===== src/rtl/pipelined_carry_adder.sv =====
// N-bit adder split into STAGES ripple-carry chunks with registered carries and a valid/ready stall.
// Define PIPE_ADD_OVF_EN to add the signed-overflow output ovf.
module pipelined_carry_adder #(
  parameter int unsigned N      = 16,
  parameter int unsigned STAGES = 4
) (
  input  logic         clk,
  input  logic         rst,
  input  logic         in_valid,
  output logic         in_ready,
  input  logic [N-1:0] a,
  input  logic [N-1:0] b,
  input  logic         cin,
  output logic         out_valid,
  input  logic         out_ready,
  output logic [N-1:0] sum,
  output logic         cout
`ifdef PIPE_ADD_OVF_EN
  ,
  output logic         ovf
`endif
);

  generate
    if (STAGES < 1 || STAGES > N || (N % STAGES) != 0) begin : g_bad_cfg
      $error("pipelined_carry_adder: N must be a multiple of STAGES and 1 <= STAGES <= N");
    end
  endgenerate

  localparam int unsigned W = N / STAGES;

  // Register k holds the beat after chunk k has been added; register STAGES-1 is the output.
  logic         vld_q [STAGES];
  logic         vld_d [STAGES];
  logic [N-1:0] a_q   [STAGES];
  logic [N-1:0] a_d   [STAGES];
  logic [N-1:0] b_q   [STAGES];
  logic [N-1:0] b_d   [STAGES];
  logic [N-1:0] s_q   [STAGES];
  logic [N-1:0] s_d   [STAGES];
  logic         c_q   [STAGES];
  logic         c_d   [STAGES];

  logic         vin_s [STAGES];
  logic [N-1:0] ain_s [STAGES];
  logic [N-1:0] bin_s [STAGES];
  logic [N-1:0] sin_s [STAGES];
  logic         cin_s [STAGES];

  logic         adv;
  logic [N-1:0] s_tmp;
  logic         c_tmp;

`ifdef PIPE_ADD_OVF_EN
  logic         c_msb;
  logic         ovf_q;
  logic         ovf_d;
`endif

  always_comb begin
    adv = !vld_q[STAGES-1] || out_ready;

    vin_s[0] = in_valid;
    ain_s[0] = a;
    bin_s[0] = b;
    sin_s[0] = '0;
    cin_s[0] = cin;
    for (int unsigned k = 1; k < STAGES; k++) begin
      vin_s[k] = vld_q[k-1];
      ain_s[k] = a_q[k-1];
      bin_s[k] = b_q[k-1];
      sin_s[k] = s_q[k-1];
      cin_s[k] = c_q[k-1];
    end

    s_tmp = '0;
    c_tmp = 1'b0;
`ifdef PIPE_ADD_OVF_EN
    c_msb = 1'b0;
`endif
    for (int unsigned k = 0; k < STAGES; k++) begin
      s_tmp = sin_s[k];
      c_tmp = cin_s[k];
      for (int unsigned i = 0; i < W; i++) begin
`ifdef PIPE_ADD_OVF_EN
        if (k*W + i == N - 1) c_msb = c_tmp;
`endif
        s_tmp[k*W+i] = ain_s[k][k*W+i] ^ bin_s[k][k*W+i] ^ c_tmp;
        c_tmp = (ain_s[k][k*W+i] & bin_s[k][k*W+i]) |
                (ain_s[k][k*W+i] & c_tmp) |
                (bin_s[k][k*W+i] & c_tmp);
      end
      // Bubbles carry zero data so the output reads 0 whenever out_valid is low.
      vld_d[k] = adv ? vin_s[k] : vld_q[k];
      a_d[k]   = adv ? (vin_s[k] ? ain_s[k] : '0) : a_q[k];
      b_d[k]   = adv ? (vin_s[k] ? bin_s[k] : '0) : b_q[k];
      s_d[k]   = adv ? (vin_s[k] ? s_tmp : '0) : s_q[k];
      c_d[k]   = adv ? (vin_s[k] & c_tmp) : c_q[k];
    end

`ifdef PIPE_ADD_OVF_EN
    ovf_d = adv ? (vin_s[STAGES-1] & (c_msb ^ c_tmp)) : ovf_q;
`endif
  end

  always_ff @(posedge clk) begin
    if (rst) begin
      for (int unsigned k = 0; k < STAGES; k++) begin
        vld_q[k] <= 1'b0;
        a_q[k]   <= '0;
        b_q[k]   <= '0;
        s_q[k]   <= '0;
        c_q[k]   <= 1'b0;
      end
`ifdef PIPE_ADD_OVF_EN
      ovf_q <= 1'b0;
`endif
    end else begin
      for (int unsigned k = 0; k < STAGES; k++) begin
        vld_q[k] <= vld_d[k];
        a_q[k]   <= a_d[k];
        b_q[k]   <= b_d[k];
        s_q[k]   <= s_d[k];
        c_q[k]   <= c_d[k];
      end
`ifdef PIPE_ADD_OVF_EN
      ovf_q <= ovf_d;
`endif
    end
  end

  assign in_ready  = adv;
  assign out_valid = vld_q[STAGES-1];
  assign sum       = s_q[STAGES-1];
  assign cout      = c_q[STAGES-1];
`ifdef PIPE_ADD_OVF_EN
  assign ovf       = ovf_q;
`endif

endmodule


===== config.mk =====
export PLATFORM = sky130hd
export DESIGN_NAME = pipelined_carry_adder
export DESIGN_NICKNAME = d
export VERILOG_FILES = /design/src/rtl/pipelined_carry_adder.sv
export SDC_FILE = /design/constraint.sdc
export NUM_CORES = 1
export LEC_CHECK = 0
export ABC_AREA = 1
export BUFFER_PORTS_ARGS = -buffer_cell sky130_fd_sc_hd__buf_2
export CORE_MARGIN = 5
export CORE_UTILIZATION = 25
export CTS_CLUSTER_DIAMETER = 50
export CTS_CLUSTER_SIZE = 28
export DETAILED_ROUTE_END_ITERATION = 8
export GPL_TIMING_DRIVEN = 0
export SLEW_MARGIN = 10
export SYNTH_ARGS = -nofsm -noshare
export SYNTH_HDL_FRONTEND = slang
export SYNTH_SLANG_ARGS = --single-unit

===== constraint.sdc =====
create_clock -name clk -period 2.2 [get_ports clk]
set_input_delay 0.33 -clock clk [delete_from_list [all_inputs] [get_ports clk]]
set_output_delay 0.33 -clock clk [all_outputs]
set_load 0.01 [all_outputs]

; After elaboration in Yosys (flattened, before gate mapping)
; Memory sizes are Yosys's and may differ from the RTL's.
; Cells that the tools add are included.
[word_totals]
reg_bits = 0
n_memories = 5
input_bits = 37
output_inout_bits = 19
ram_bits = 200
wordCells = 200
[memory_table]
columns = name, depth, width, read_ports, rd_ports_with_merged_regs, write_ports, line
row1 = a_q, 4, 16, 3, 0, 4, 35  ; logic [N-1:0] a_q [STAGES];
row2 = b_q, 4, 16, 3, 0, 4, 37  ; logic [N-1:0] b_q [STAGES];
row3 = s_q, 4, 16, 4, 0, 4, 39  ; logic [N-1:0] s_q [STAGES];
row4 = c_q, 4, 1, 4, 0, 4, 41  ; logic c_q [STAGES];
row5 = vld_q, 4, 1, 4, 0, 4, 33  ; logic vld_q [STAGES];
[classes]
n_reduce_logical = 3
n_eq_ne = 1
n_bitwise = 136
mux = 55
[ops]
columns = operator, n
row1 = $mux 16, 35
row2 = $and 1x1->1, 52
row3 = $or 1x1->1, 52
row4 = $xor 1x1->1, 32
row5 = $mux 1, 19
row6 = $mux 4, 1
row7 = $reduce_and 2->1, 1
row8 = $logic_not 1->1, 1
row9 = $logic_or 1x1->1, 1
row10 = $ne 1x1->1 const B, 1

; Depth between registers and ports, before layout
; Gate-level depths: netlist of run 1.
; An unclocked memory read counts as a cell.
[depth]
word_depth = 16
mapped_depth = 10
ltp_nobuf = 10

; Least setup slack after synthesis of run 1
; No wires, ideal clock.
[synth_path]
kind = register to register
startpoint = memory a_q[2][12] (netlist: a_q[0][44])
endpoint = memory s_q[3][15] (netlist: s_q[0][63])
stages_incl_launch_ff = 11
synth_period_minus_slack_ns = 2.149
path_slack_ns = 0.051
t_arrival_ns = 2.036
required_time_ns = 2.087
path_cell_list = dfxtp_1 fa_1 inv_1 fa_1 fa_1 fa_1 inv_1 nand2_1 nand2_1 nand2_1 nor2_1
[synth_lines]
columns = element, line
row1 = from (decl), 35
row2 = to (decl), 39

==> qor.yml, run 1 <==
result_of_the_run: "complete, no violations"
finalHoldWorstSlack_ns: 0.194
hold_start: "rst"
worst_setup_path_start_kind: "flip-flop"
worstSkewPairLatency_ns: 0.35
r2r.worst_path.cells: 10
min_delay_worst_endpoint: "vld_q[0][3]"
fmaxAchievable_ghz: 0.462
drive_gt1_share_pct: 17.1
wl_mm: 10.6
grtUsageMet3_pct: 3.05
timing.critical_path.max_delay_family: "adder cells"
timing.final.crit_period_ns: 2.16
whs_path_depth: 2
path_max_fanout: 2
portBuffers: 54
grt_first_pass_wirelength_mm: 18.7
number_of_maximum_capacitance_constraint_violations: 0
clock-sinks: 96
tritoncts: "done"
finalHoldViolations: 0
fin_crit_sh_pct: 98.4
cts.hold.buffers_added: 0
antenna_found_initial: 0
clock_tree_root_buffer_cell: "sky130_fd_sc_hd__clkbuf_16"
fin_cells: 1001
final_net_count: 822
drtPass1Iterations: 4
synthesized_area_per_cell_um2: 6.57
yosys_register_bits: 96
class_of_the_tightest_hold_or_removal_check: "input pin to flip-flop"
fin_worst_skew_ns: 0.00850
report.power.total_mw: 3.58
power_density_normalized_to_cell_area_nw_per_um2: 654
dp_hpwl_mm: 7.99
final-max-slew-violation-count: 0
crit_required_ns: 2.45
number_of_buffers_and_inverters_on_the_critical_path: 2
grt_setup_unrepaired: "true"
setup_slack_ns: 0.0363
irDropWorstVdd_mv: 0.417
die_area_um2: 21300
initial_core_util_pct: 25.6
cp_common_cell: "sky130_fd_sc_hd__fa_2"
static-leakage-power_nw: 3.20
maximum_number_of_buffers_from_clock_root_to_sink: 2
cp_cell_sequence: "fa_2, inv_2, fa_2, fa_2, fa_1, inv_1, nand2_2, nand2_2, nand2_1, nor2_1"
global_route.usage.met1_pct: 14.9
synth_seq_area_share_pct: 41.6
rr_endpoint: "s_q[0][23]"
cts-buffers-inserted: 9
ctsHtreeMaxLevel: 3
drt-vias-per-instance: 3.85
route.vias.total: 3851
vias_in_the_first_global_route: 3853
setup_tns_ns: 0
worst_pin_slew_ns: 0.633
remaining_drc_errors: 0
flow.area_growth_from_synthesis_pct: 18.5
start_of_the_worst_register_to_register_path: "b_q[0][4]"
worstPathArrival_ns: 2.42
gp_congestion: 0.793
wl_per_cell_um: 10.6
die_width_um: 146
setup_viol: 0
die_height_um: 146
design.portCount: 56
grtUsageTotal_pct: 10.7
drt-initial-drc-count: 250
detail-route-antenna-nets: 0
maxSlewHeadroom_pct: 57.8
globalRouteOverflowTotal: 0
dpl_worst_slack_ns: -0.0975
setup_crit_end_kind: "flip-flop"
cp_slowest_stage_delay_ns: 0.51
num_antenna_cells: 0
critPathKind: "flip-flop to flip-flop"
syn_inst: 704
synth.lib_cells_used.distinct: 15
number_of_cells_after_detailed_placement: 987
grt_start_max_net_pins: 16
worst-r2r-setup-slack_ns: 0.04
cts.clk_slew.worst_paths_ns: 0.07
worst_path_max_delay_cell: "sky130_fd_sc_hd__fa_1"
number_of_placement_rows: 49
synthesis.nets: 757
yosys_warnings: 0
mappedNetlistArea_um2: 4620
busiest_layer: "met2"
core_um2: 18100
use_met2_pct: 16.2
==> state kept, by name (all words and copies together), names as in the netlist <==
name	flops
a_q	24
b_q	24
c_q	4
s_q	40
vld_q	4
==> placed cells by master, fill, tap and decap left out <==
master	instances
sky130_fd_sc_hd__clkinv_4	1
sky130_fd_sc_hd__a21oi_1	1
sky130_fd_sc_hd__nand2_1	268
sky130_fd_sc_hd__buf_6	4
sky130_fd_sc_hd__clkbuf_1	12
sky130_fd_sc_hd__nor2_1	189
sky130_fd_sc_hd__dfxtp_1	88
sky130_fd_sc_hd__nand3_1	6
sky130_fd_sc_hd__buf_1	3
sky130_fd_sc_hd__clkinvlp_4	3
sky130_fd_sc_hd__nand3b_1	7
sky130_fd_sc_hd__dfxtp_4	1
sky130_fd_sc_hd__fa_2	8
sky130_fd_sc_hd__buf_2	74
sky130_fd_sc_hd__clkinv_2	1
sky130_fd_sc_hd__nand2_2	3
sky130_fd_sc_hd__clkbuf_16	9
sky130_fd_sc_hd__fa_1	8
sky130_fd_sc_hd__dfxtp_2	7
sky130_fd_sc_hd__inv_2	3
sky130_fd_sc_hd__buf_4	18
sky130_fd_sc_hd__inv_1	58
==> repair_timing <==
item / 4_1_cts / 5_1_grt
endpoints found under the setup margin: 5 / 6
gates resized for setup: 9 / 12
buffers inserted: 0 / 0
pin swaps: 0 / 10
==> layout make-up <==
class / instances / area, um^2
fillers: 2016 / 12600
multi-input cells: 490 / 2160
flip-flops and latches: 96 / 1930
plain buffers: 57 / 337
well taps: 229 / 287
repair buffers: 54 / 270
inverters: 61 / 229
clock buffers: 9 / 225
clock inverters: 5 / 36.3
==> layer usage <==
| metal | up-vias | share of wire [%] |
|---|---|---|
| li1 | 2153 | - |
| met1 | 1602 | 50 |
| met2 | 85 | 42 |
| met3 | 11 | 6.4 |
| met4 | 0 | 1.3 |
| met5 | - | 0 |
==> through the flow <==
stage	util, %	cell area, um^2
final	30.3	5480
after global routing	30.3	5480
after CTS	30.2	5460
after detailed placement	28.6	5180
after global placement	28.6	5180
after floorplan	-	4620
==> kinds of logic (layout without fill, tap and decap cells) <==
| kind of cell | Yosys count | in the layout | share of synthesized area [%] |
|---|---|---|---|
| buffers and inverters | 118 | 186 | 12.2 |
| DFF | 96 | 96 | 41.6 |
| and+or+nand+nor | 473 | 473 | 39.2 |
| adders and majority gates | 16 | 16 | 6.93 |
| AOI/OAI and AO/OA | 1 | 1 | 0.108 |
==> worst max-delay path by stage <==
stage	startpoint	end	slack (ns)	depth (start not counted)
6_report	b_q[0][4]	s_q[0][23]	0.04	10
5_1_grt	b_q[0][4]	s_q[0][23]	-0.06	10
4_1_cts	c_q[0][0]	s_q[0][23]	-0.03	10
3_5_place_dp	c_q[0][0]	s_q[0][23]	-0.1	10
3_3_place_gp	a_q[0][44]	s_q[0][63]	-0.07	10
2_1_floorplan	a_q[0][44]	s_q[0][63]	0.05	10
==> power by group <==
part / switching [mW] / internal, mW
Sequential: 0.0311 / 1.79
Combinational: 0.207 / 0.125
Clock: 0.672 / 0.753
==> synth_stat cells (all sizes together) <==
master | count | share of area (%)
clkbuf | 12 | 0.97
nand3 | 6 | 0.65
dfxtp | 96 | 42
fa | 16 | 6.9
nor2 | 189 | 15
nand2 | 271 | 22
inv | 61 | 5.0
buf | 45 | 6.3
a21oi | 1 | 0.11
nand3b | 7 | 1.1
Power figures use the tool's default switching activity.
==> run 2, diff against run 1 <==
--- a/config.mk
+++ b/config.mk
@@ -8,7 +8,7 @@
 export ABC_AREA = 1
 export BUFFER_PORTS_ARGS = -buffer_cell sky130_fd_sc_hd__buf_2
 export CORE_MARGIN = 5
-export CORE_UTILIZATION = 25
+export CORE_UTILIZATION = 40
 export CTS_CLUSTER_DIAMETER = 50
 export CTS_CLUSTER_SIZE = 28
 export DETAILED_ROUTE_END_ITERATION = 8
==> run 2 against run 1 <==
  * First-iteration DRC count decreased by 32%
  * Critical path type unchanged
  * Worst hold slack got worse by 0.015 ns
  * Clock power increased by 26%
  * Setup slack improved by 0.038 ns
  * Via count increased by 2.5%
  * Global-route usage increased by 4.7 points
  * Flip-flop and latch count unchanged
  * Largest cell class unchanged
  * Critical path depth unchanged
  * Power increased by 10%
  * Sequential share of layout area increased by 0.18 points
  * Fmax increased by 1.8%
==> qor.yml, run 2 (synthesized netlist as in run 1, its figures left out) <==
result_of_the_run: "complete, no violations"
post_cts_buffers: 0
initial_core_util_pct: 40.7
worst_setup_path_start_kind: "flip-flop"
core_um2: 11400
fin_crit_sh_pct: 96.6
finalHoldViolations: 0
vias_in_the_first_global_route: 3812
fmaxAchievable_ghz: 0.471
die_width_um: 118
die_area_um2: 13800
final-max-slew-violation-count: 0
number_of_maximum_capacitance_constraint_violations: 0
worstSkewPairLatency_ns: 0.34
critPathKind: "flip-flop to flip-flop"
remaining_drc_errors: 0
fin_worst_skew_ns: 0.00692
dp_hpwl_mm: 7.59
final_net_count: 822
antenna_found_initial: 0
cts.clk_slew.worst_paths_ns: 0.07
grt_setup_unrepaired: "true"
globalRouteOverflowTotal: 0
register_ranked_first_by_flip_flop_count: "s_q"
die_height_um: 118
grt_start_max_net_pins: 17
path_max_fanout: 2
report.power.total_mw: 3.95
largestRegisters: "s_q x40, a_q x24, b_q x24"
route.vias.total: 3947
drt-initial-drc-count: 171
crit_required_ns: 2.44
num_antenna_cells: 0
ctsHtreeMaxLevel: 3
setup_crit_end_kind: "flip-flop"
class_of_the_tightest_hold_or_removal_check: "input pin to flip-flop"
clock_tree_root_buffer_cell: "sky130_fd_sc_hd__clkbuf_16"
portBuffers: 54
drive_gt1_share_pct: 16.9
setup_viol: 0
worstPathArrival_ns: 2.37
drtPass1Iterations: 5
post-route-util_pct: 47.9
gp_congestion: 0.825
design.portCount: 56
tritoncts: "done"
n_fill_cell: 1233
number_of_placement_rows: 39
worst_pin_slew_ns: 0.652
cts-buffers-inserted: 9
maxSlewHeadroom_pct: 56.6
timing.final.crit_period_ns: 2.13
grtUsageTotal_pct: 15.4
irDropWorstVdd_mv: 0.311
wl_mm: 10.0
finalHoldWorstSlack_ns: 0.179
static-leakage-power_nw: 3.25
clock-sinks: 96
largest_reg_flops: 40
detail-route-antenna-nets: 0
drt-vias-per-instance: 4.30
layout_common_cells: "270 x sky130_fd_sc_hd__nand2_1, 189 x sky130_fd_sc_hd__nor2_1, 87 x sky130_fd_sc_hd__dfxtp_1, 74 x sky130_fd_sc_hd__buf_2, 60 x sky130_fd_sc_hd__inv_1"
power_density_normalized_to_cell_area_nw_per_um2: 724
final_common_cell: "sky130_fd_sc_hd__nand2_1"
grt_first_pass_wirelength_mm: 17.7
flow.area_growth_from_synthesis_pct: 17.8
wl_per_cell_um: 10.9
maximum_number_of_buffers_from_clock_root_to_sink: 2
==> run 2: changes by cell type in the layout (fill, tap and decap cells not counted), sizes merged <==
cell	before	now
bufinv	0	3
inv	61	62
clkinvlp	3	1
==> run 2: worst max-delay path, cell delays in order, from the launching register on <==
cell and delay, ns:
sky130_fd_sc_hd__dfxtp_2 0.35, sky130_fd_sc_hd__fa_2 0.19, sky130_fd_sc_hd__inv_1 0.05, sky130_fd_sc_hd__fa_2 0.33, sky130_fd_sc_hd__fa_2 0.35, sky130_fd_sc_hd__fa_1 0.52, sky130_fd_sc_hd__inv_1 0.04, sky130_fd_sc_hd__nand2_1 0.05
sky130_fd_sc_hd__nand2_1 0.06, sky130_fd_sc_hd__nand2_1 0.05, sky130_fd_sc_hd__nor2_1 0.04
==> run 2: power breakdown <==
group / total (mW) / internal [mW] / switching [mW]
clock network: 1.80 / 1.11 / 0.683
registers: 1.83 / 1.80 / 0.0303
logic: 0.324 / 0.123 / 0.202
total: 3.95 / 3.03 / 0.915
==> run 2: final timing paths <==
check,start,end,slack (ns),cells past startpoint
max reg2reg,c_q[0][1],s_q[0][43],0.07,10
max,c_q[0][1],s_q[0][43],0.07,10
min,rst,vld_q[0][3],0.18,2
min reg2reg,a_q[0][12],a_q[0][12],0.48,2
==> run 2: metal layers <==
layer	vias up	share of wire [%]	global-route usage, %	wire, um
met5	-	0	0	0
met4	0	1.5	5.52	148
met3	11	4.1	3.27	408
met2	69	45	24.1	4460
met1	1711	50	20.9	5010
li1	2156	-	-	-
==> run 2: stage by stage <==
| stage | cells | setup TNS (ns) | instance area, um^2 | setup WS [ns] |
|---|---|---|---|---|
| final | 917 | 0 | 5450 | 0.0748 |
| after floorplan | 704 | 0 | 4620 | 0.0512 |
| after global placement | 901 | -0.119 | 5070 | -0.0439 |
| after CTS | 917 | 0 | 5450 | 0.0102 |
| after global routing | 917 | -0.0258 | 5450 | -0.0258 |
| after detailed placement | 901 | -0.292 | 5070 | -0.0956 |
==> run 2: repair_timing <==
| item | 4_1_cts | 5_1_grt |
|---|---|---|
| pin swaps | 5 | 6 |
| resized for setup | 16 | 1 |
| endpoints found under the hold margin | 0 | 0 |
| setup endpoints to repair | 5 | 5 |
| hold buffers | 0 | 0 |
==> run 2: area by class of cell <==
type                    count  area, um^2  share of cell area [%]
clock buffers               9         225                    4.13
plain buffers              57         337                    6.18
inverters                  61         229                    4.20
repair buffers             54         270                    4.96
well taps                 143         179                    3.28
clock inverters             7         119                    2.18
flip-flops and latches     96        1930                    35.5
multi-input cells         490        2160                    39.6
==> run 3, diff against run 2 <==
==> constraint.sdc (replaced) <==
create_clock -name clk -period 2.7 [get_ports clk]
set_input_delay 0.405 -clock clk [delete_from_list [all_inputs] [get_ports clk]]
set_output_delay 0.405 -clock clk [all_outputs]
set_load 0.01 [all_outputs]
==> run 3 against run 2 <==
  * Count of clock-buffer cells in the layout did not move
  * Via count is 0.20% lower
  * Register-to-register slack improved by 0.34 ns
  * First-iteration DRC count is 3.5% lower
  * Fmax down 7.0%
  * Setup slack improved by 0.34 ns
  * Largest cell class unchanged
  * Largest power group unchanged
==> qor.yml, run 3 (synthesized netlist as in run 1, its figures left out) <==
globalRouteOverflowTotal: 0
area.sequential_um2: 1920
maximum_number_of_buffers_from_clock_root_to_sink: 2
multi_input_comb_area_um2: 2140
ctsHtreeMaxLevel: 3
cp_cell_sequence: "fa_1, inv_1, fa_1, fa_1, fa_1, inv_1, nand2_1, nand2_1, nand2_1, nor2_1"
worstSkewPairLatency_ns: 0.34
cp_common_cell: "sky130_fd_sc_hd__fa_1"
worstPathArrival_ns: 2.53
cts_resized: 0
timing.critical_path.max_delay_family: "adder cells"
postPlaceCellArea_um2: 5070
initial_core_util_pct: 40.7
clock_tree_root_buffer_cell: "sky130_fd_sc_hd__clkbuf_16"
num_antenna_cells: 0
class_of_the_tightest_hold_or_removal_check: "input pin to flip-flop"
drt-initial-drc-count: 165
cts-buffers-inserted: 9
irDropWorstVdd_mv: 0.252
grt_first_pass_wirelength_mm: 17.7
n_fill_cell: 1241
die_area_um2: 13800
fmaxAchievable_ghz: 0.438
fin_crit_sh_pct: 84.7
finalHoldWorstSlack_ns: 0.246
wl_per_cell_um: 10.9
portBuffers: 54
fin_cells: 917
fin_worst_skew_ns: 0.00806
cts.hold.buffers_added: 0
largestRegisters: "s_q x40, a_q x24, b_q x24"
setup_viol: 0
grt_start_max_net_pins: 17
cp_slowest_stage_delay_ns: 0.55
core_um2: 11400
worst_path_max_delay_cell: "sky130_fd_sc_hd__fa_1"
gp_congestion: 0.825
number_of_maximum_capacitance_constraint_violations: 0
power_density_normalized_to_cell_area_nw_per_um2: 593
clock-sinks: 96
drtPass1Iterations: 4
static-leakage-power_nw: 3.24
layout_common_cells: "270 x sky130_fd_sc_hd__nand2_1, 189 x sky130_fd_sc_hd__nor2_1, 96 x sky130_fd_sc_hd__dfxtp_1, 74 x sky130_fd_sc_hd__buf_2, 60 x sky130_fd_sc_hd__inv_1"
number_of_cells_after_detailed_placement: 901
die_width_um: 118
drt-vias-per-instance: 4.30
setup_tns_ns: 0
cts.clk_slew.worst_paths_ns: 0.07
flow.area_growth_from_synthesis_pct: 17.2
worst_pin_slew_ns: 0.646
result_of_the_run: "complete, no violations"
wl_mm: 10.0
final_common_cell: "sky130_fd_sc_hd__nand2_1"
remaining_drc_errors: 0
final-max-slew-violation-count: 0
grtUsageTotal_pct: 15.3
post_cts_buffers: 0
tritoncts: "done"
timing.final.crit_period_ns: 2.29
die_height_um: 118
detail-route-antenna-nets: 0
number_of_buffers_and_inverters_on_the_critical_path: 2
route.vias.total: 3939
crit_required_ns: 2.94
final_net_count: 822
maxSlewHeadroom_pct: 56.9
design.portCount: 56
register_ranked_first_by_flip_flop_count: "s_q"
dp_hpwl_mm: 7.59
fin_area_um2: 5420
largest_reg_flops: 40
setup_slack_ns: 0.414
number_of_placement_rows: 39
antenna_found_initial: 0
dpl_worst_slack_ns: 0.361
setup_crit_end_kind: "flip-flop"
finalHoldViolations: 0
vias_in_the_first_global_route: 3800
worst_setup_path_start_kind: "flip-flop"
path_max_fanout: 2
drive_gt1_share_pct: 14.7
critPathKind: "flip-flop to flip-flop"
grt_setup_unrepaired: "false"
-- run 3: cell counts in the layout (fill, tap and decap cells not counted) --
No cell type changed its count.
-- run 3: worst reg2reg max path: stages (launching register included) --
cell and delay [ns]:
sky130_fd_sc_hd__dfxtp_1 0.37, sky130_fd_sc_hd__fa_1 0.19, sky130_fd_sc_hd__inv_1 0.05, sky130_fd_sc_hd__fa_1 0.38
sky130_fd_sc_hd__fa_1 0.41, sky130_fd_sc_hd__fa_1 0.55, sky130_fd_sc_hd__inv_1 0.04, sky130_fd_sc_hd__nand2_1 0.05
sky130_fd_sc_hd__nand2_1 0.06, sky130_fd_sc_hd__nand2_1 0.05, sky130_fd_sc_hd__nor2_1 0.04
-- run 3: path summary, 6_finish.rpt --
| path | startpoint | endpoint | slack, ns | cells after the start |
|---|---|---|---|---|
| worst min register to register | s_q[0][1] | s_q[0][1] | 0.48 | 2 |
| worst max-delay path | b_q[0][24] | s_q[0][43] | 0.41 | 10 |
| worst max register to register | b_q[0][24] | s_q[0][43] | 0.41 | 10 |
| worst min-delay path | rst | vld_q[0][3] | 0.25 | 2 |
-- run 3: per-stage QoR --
stage          power, mW  util, %
2_1_floorplan       1.70        -
3_3_place_gp        1.78     44.6
3_5_place_dp        1.79     44.6
4_1_cts             3.25     47.7
5_1_grt             3.36     47.7
6_report            3.21     47.7
-- run 3: area by class of cell --
cell class | instances | area share, %
multi-input cells | 490 | 39.4
flip-flops and latches | 96 | 35.5
plain buffers | 57 | 6.21
repair buffers | 54 | 4.99
inverters | 61 | 4.23
clock buffers | 9 | 4.16
well taps | 143 | 3.30
clock inverters | 7 | 2.19
-- run 3: layer usage --
metal	vias up	global-route usage (%)	part of all wire (%)
li1	2153	-	-
met1	1713	20.8	50
met2	62	24.1	44
met3	11	3.27	3.8
met4	0	5.52	1.6
met5	-	0	0
-- run 3: where the power goes --
group / internal (mW) / switching [mW]
clock: 0.908 / 0.555
combinational: 0.0994 / 0.164
sequential: 1.46 / 0.0245
